## config.mk

```make
export PLATFORM = sky130hd
export DESIGN_NAME = sr_latch
export DESIGN_NICKNAME = d
export VERILOG_FILES = /design/src/rtl/sr_latch.sv
export SDC_FILE = /design/constraint.sdc
export NUM_CORES = 1
export LEC_CHECK = 0
export BUFFER_PORTS_ARGS = -buffer_cell sky130_fd_sc_hd__buf_4
export CAP_MARGIN = 20
export CORE_AREA = 4 4 41 43
export CTS_BUF_LIST = sky130_fd_sc_hd__clkbuf_2 sky130_fd_sc_hd__clkbuf_4 sky130_fd_sc_hd__clkbuf_8
export CTS_CLUSTER_DIAMETER = 60
export DETAILED_ROUTE_END_ITERATION = 16
export DIE_AREA = 0 0 45 47
export PLACE_DENSITY = 0.43
export SKIP_CTS_REPAIR_TIMING = 1
export SLEW_MARGIN = 20
export SYNTH_ARGS = -nofsm -noshare
export SYNTH_HDL_FRONTEND = slang
export SYNTH_SLANG_ARGS = --single-unit
```

## constraint.sdc

```tcl
create_clock -name clk_i -period 1.1 [get_ports clk_i]
set_input_delay 0.11 -clock clk_i [delete_from_list [all_inputs] [get_ports clk_i]]
set_output_delay 0.11 -clock clk_i [all_outputs]
set_load 0.01 [all_outputs]
```

## src/rtl/sr_latch.sv

```systemverilog
// Synchronous SR storage cell with complementary outputs and defined/invalid status flags.
// Define SR_LATCH_SYNC_EN to pass S_i/R_i through 2-flop synchronizers (latency 3 edges instead of 1).
module sr_latch #(
  parameter logic RESET_Q = 1'b0
) (
  input  logic       clk_i,
  input  logic       rst_n_i,
  input  logic       S_i,
  input  logic       R_i,
  output logic       Q_o,
  output logic       nQ_o,
  output logic       Defined_o,
  output logic       Invalid_o,
  output logic [1:0] state_o
);

  localparam logic [1:0] ST_RESET   = 2'b00;
  localparam logic [1:0] ST_SET     = 2'b01;
  localparam logic [1:0] ST_INVALID = 2'b10;

  localparam logic [1:0] ST_POR = RESET_Q ? ST_SET : ST_RESET;

  logic s_smp;
  logic r_smp;

`ifdef SR_LATCH_SYNC_EN
  logic [1:0] s_sync_q;
  logic [1:0] r_sync_q;

  always_ff @(posedge clk_i or negedge rst_n_i) begin
    if (!rst_n_i) begin
      s_sync_q <= 2'b00;
      r_sync_q <= 2'b00;
    end else begin
      s_sync_q <= {s_sync_q[0], S_i};
      r_sync_q <= {r_sync_q[0], R_i};
    end
  end

  assign s_smp = s_sync_q[1];
  assign r_smp = r_sync_q[1];
`else
  assign s_smp = S_i;
  assign r_smp = R_i;
`endif

  logic [1:0] state_q, state_d;
  logic       q_q, q_d;
  logic       nq_q, nq_d;
  logic       defined_q, defined_d;
  logic       invalid_q, invalid_d;

  always_comb begin
    state_d   = state_q;
    defined_d = defined_q;
    invalid_d = 1'b0;
    unique case ({s_smp, r_smp})
      2'b00: begin
        // Leaving INVALID falls to RESET but stays undefined until a real command arrives.
        if (state_q == ST_INVALID) state_d = ST_RESET;
      end
      2'b01: begin
        state_d   = ST_RESET;
        defined_d = 1'b1;
      end
      2'b10: begin
        state_d   = ST_SET;
        defined_d = 1'b1;
      end
      default: begin
        state_d   = ST_INVALID;
        defined_d = 1'b0;
        invalid_d = 1'b1;
      end
    endcase
    q_d  = (state_d == ST_SET);
    nq_d = (state_d == ST_RESET);
  end

  always_ff @(posedge clk_i or negedge rst_n_i) begin
    if (!rst_n_i) begin
      state_q   <= ST_POR;
      q_q       <= RESET_Q;
      nq_q      <= ~RESET_Q;
      defined_q <= 1'b0;
      invalid_q <= 1'b0;
    end else begin
      state_q   <= state_d;
      q_q       <= q_d;
      nq_q      <= nq_d;
      defined_q <= defined_d;
      invalid_q <= invalid_d;
    end
  end

  assign Q_o       = q_q;
  assign nQ_o      = nq_q;
  assign Defined_o = defined_q;
  assign Invalid_o = invalid_q;
  assign state_o   = state_q;

endmodule

```

# Word-level counts from Yosys, hierarchy flattened
# Index checks and enable logic that the tools add are counted.
dict set report totals {
  regBits 6
  input_bits 4
  output_inout_bits 6
  wordCells 17
}
dict set report classes {
  reduce_logical 4
  muxes 4
  eq_ne 4
}
# op count
set op_table {}
lappend op_table {{case mux 2 bit (3 select lines)} 1}
lappend op_table {{== test 2 x 1 -> 1 bit (second input constant)} 2}
lappend op_table {{== test 2 bit (second input constant)} 2}
lappend op_table {{logical NOT 2 bit} 2}
lappend op_table {{OR reduction 3 bit} 1}
lappend op_table {{2-to-1 mux 2 bit} 1}
lappend op_table {{case mux 1 bit (2 select lines)} 1}
lappend op_table {{OR reduction 2 bit} 1}
lappend op_table {{2-to-1 mux 1 bit} 1}

# Depth between registers and ports, before layout
dict set report logic_depth {
  depth_word 4
  ltp_mapped 4
  ltp_nobuf 4
}

# Worst setup path before layout
# OpenSTA, ideal clock, no wires.
dict set report synth_timing {
  kind {input port to flip-flop}
  start {input S_i}
  end {register defined_q (netlist: Defined_o)}
  stages 3
  path_buffers 0
  t_required_ns 0.975
  arrival_time_ns 0.734
  setup_time_ns 0.125
  slack_ns 0.242
  cell_sequence {inv_1 -> ha_1 -> mux2_2}
}
dict set report synth_between {
  elab_chain_len 3
  elab_cells_between_ends 5
  cone_classes {2 x eq/ne; 1 x mux; 2 x reduce/logical}
}
# element line_no
set synth_rtl {}
lappend synth_rtl {{from (decl)} 8} ;# input logic S_i,
lappend synth_rtl {{== test 2 bit / == test 2 x 1 -> 1 bit (equally long branches)} 57} ;# unique case ({s_smp, r_smp})
lappend synth_rtl {{OR reduction 2 bit (no source line)} --}
lappend synth_rtl {{case mux 1 bit (2 select lines)} 57}
lappend synth_rtl {{to (signal assigned)} 91} ;# defined_q <= defined_d;
lappend synth_rtl {{to (decl)} 50} ;# logic defined_q, defined_d;
# Parallel ways exist; a longest one is shown, timed or not.
# A chain may end at the register's enable or synchronous reset.

# Final worst setup path
dict set report layout_timing {
  start {register nq_q (netlist: nQ_o)}
  end {output nQ_o}
}
# element line_no
set layout_lines {}
lappend layout_lines {{from (decl)} 49} ;# logic nq_q, nq_d;
lappend layout_lines {{from (signal assigned)} 84} ;# nq_q <= ~RESET_Q;
lappend layout_lines {{from (signal assigned)} 90} ;# nq_q <= nq_d;
lappend layout_lines {{to (decl)} 11} ;# output logic nQ_o,
# No word-level cell between the ends.

==> impl_metrics.py <==
metrics = {
    "floorplanning": {
        "fp.dieW_um": 45,
        "die_area_mm2": 0.002115,
        "start_util_pct": 21.35,
        "core_area_mm2": 0.001301,
        "die_h_um": 47,
        "num_rows": 13,
        "io_pins": 10,
    },
    "timing": {
        "clock_skew_ns": 0.007335,
        "timing.final.ws_setup_ns": 0.1456,
        "rsz0062_at_grt": "no",
        "fmax_ghz": 1.048,
        "timing.hold.ws_ns": 0.1614,
        "slew_headroom_pct": 86.96,
        "finalSetupTns_ns": 0,
        "fin_crit_ns": 0.9544,
        "maxSlewViolCount": 0,
        "tightest_slew_ns": 0.1956,
        "finalHoldViolCount": 0,
        "setup_viol": 0,
        "final_min_period_over_clock_period_pct": 86.77,
    },
    "yosys": {
        "synthTopCellsByCount": "dfrtp_1, ha_1, inv_1, nand4bb_1, o21ai_0",
        "synth_edf_count": 0,
        "seq_area_frac_synth_pct": 54.50,
        "synth_seq_cells": 6,
        "synth_top_cell_by_area": "dfrtp_1",
        "yosysMostFrequentCell": "dfrtp_1",
        "avgSynthCellArea_um2": 12.63,
        "synth_area_leaders": "dfrtp_1, dfstp_2, ha_1",
        "synth_nets": 28,
        "synthArstFlopShare_pct": 100.0,
        "yosysWarnings": 0,
        "synth_top_area_share_pct": 45.05,
        "synth.distinct_cells": 14,
        "syn_inst": 22,
        "synth_area_um2": 277.8,
        "synth_flop_cell": "dfrtp_1",
    },
    "routing": {
        "vias": 226,
        "wirelength_um": 561,
        "drt_iter0_markers": 0,
        "vias_per_cell": 4.264,
        "firstDrtPassIters": 1,
        "drcViolationCount": 0,
        "wl_per_cell_um": 10.58,
        "ant_nets": 0,
    },
    "critical_path": {
        "path_delay_family": "flip-flops",
        "crit_path_max_incr_delay_ns": 0.50,
        "path_class": "register to primary output",
        "crit_required_ns": 0.99,
        "critical_path_buf_inv_count": 1,
        "cp-end-kind": "primary output",
        "path_cells": "buf_4",
        "cp.arrival_ns": 0.84,
        "critPathMaxFanout": 1,
        "slowest_stage": "dfstp_2",
        "start_kind": "register",
    },
    "finish": {
        "drive_gt1_share_pct": 47.37,
        "fin_nets": 45,
        "final_area_um2": 419.2,
        "fin_cells": 53,
        "final_util_pct": 32.21,
        "syn_to_final_growth_pct": 50.90,
        "antenna_cells": 0,
    },
    "power": {
        "p_int_mw": 0.4683,
        "switching_share_pct": 22.56,
        "powerDensity_mw_per_mm2": 1443,
        "clkPwrFrac_pct": 39.3,
        "p_seq_share_pct": 42.7,
        "p_leak_nw": 0.2046,
        "p_sw_mw": 0.1364,
        "peakVddDrop_mv": 0.3659,
        "total_power_mw": 0.6047,
        "p_comb_share_pct": 18.0,
    },
    "clock_network": {
        "cts_max_level": 1,
        "cts_root_buffer": "clkbuf_4",
        "cts_buffer_depth": 2,
        "clk_latency_ns": 0.24,
        "numCtsBuffers": 3,
        "cts_tree": "built",
        "clkSlewWorstSetupHoldPaths_ns": 0.05,
        "cts.sink_count": 6,
    },
    "global_routing": {
        "grt_overflow": 0,
        "grt_max_degree": 8,
        "grt_first_pass_wirelength_um": 903,
        "met1_usage_pct": 7.674,
        "grt_pass1_vias": 211,
        "busiest_layer": "met4",
        "met2_usage_pct": 8.192,
        "grt_util_met3_pct": 2.299,
        "grt_use_total_pct": 7.086,
        "antenna_found_initial": 0,
    },
    "place": {
        "dp.cells": 48,
        "gp_congestion": 0.7436,
        "placed_area_um2": 379.1,
        "io_buffer_count": 9,
        "place_ws_ns": 0.08178,
    },
    "run": {
        "cap_violations": 0,
    },
    "outcome": {
        "status": "finished, final reports clean",
    },
    "worst_hold_path": {
        "hold_class": "primary input to register",
    },
}
[cells by family (layout without fill, tap and decap cells)]
kind of cell    count (synthesis)  in the layout  share of synthesized area [%]
fa+ha+maj                       2              2                          9.008
mux                             1              1                          4.054
compound gates                  5              5                          13.06
buf+inv                         2             18                          2.704
simple gates                    6              6                          16.67
flops                           6              6                          54.51
[layout make-up]
class                   count  area [µm²]
well taps                  15       18.77
inverters                   2       7.507
fillers                   139       882.1
clock buffers               4       30.03
multi-input cells          14       118.9
repair buffers             12       92.59
flip-flops and latches      6       151.4
[worst reg2reg max path: cells and delay by family, from the launching register on]
family,cells,cell delay (ns)
DFF,1,0.42
AOI/OAI and AO/OA,2,0.34
[state kept, by name, summed over array words and instances (netlist names)]
register   flops
Defined_o      1
Q_o            1
state_o        2
Invalid_o      1
nQ_o           1
[final timing paths]
kind,depth (start not counted),start,end,slack [ns]
max,1,nQ_o,nQ_o,0.15
max reg2reg,2,state_o[1],Q_o,0.25
min in group asynchronous,2,rst_n_i,Invalid_o,0.21
min reg2reg,1,Defined_o,Defined_o,0.51
max in group asynchronous,2,rst_n_i,nQ_o,0.68
min,2,R_i,Invalid_o,0.16
[layer usage]
| metal | routed length (µm) | up-vias |
|---|---|---|
| met1 | 239 | 103 |
| li1 | - | 112 |
| met5 | 0 | - |
| met4 | 27 | 0 |
| met3 | 40 | 2 |
| met2 | 253 | 9 |
[cell usage in the layout, fill, tap and decap left out, types with 2 or more instances in the layout]
cell	n
buf_4	11
dfrtp_1	5
clkbuf_4	4
inv_1	2
o21ai_0	2
nand4bb_1	2
ha_1	2
[power groups by stage]
stage	clock [mW]	combinational [mW]	sequential, mW
3_5_place_dp	0	0.107	0.262
2_1_floorplan	0	0.0359	0.269
4_1_cts	0.249	0.108	0.259
5_1_grt	0.266	0.120	0.261
6_report	0.238	0.109	0.258
3_3_place_gp	0	0.107	0.261
No activity file was read; power rests on OpenSTA's default activity.
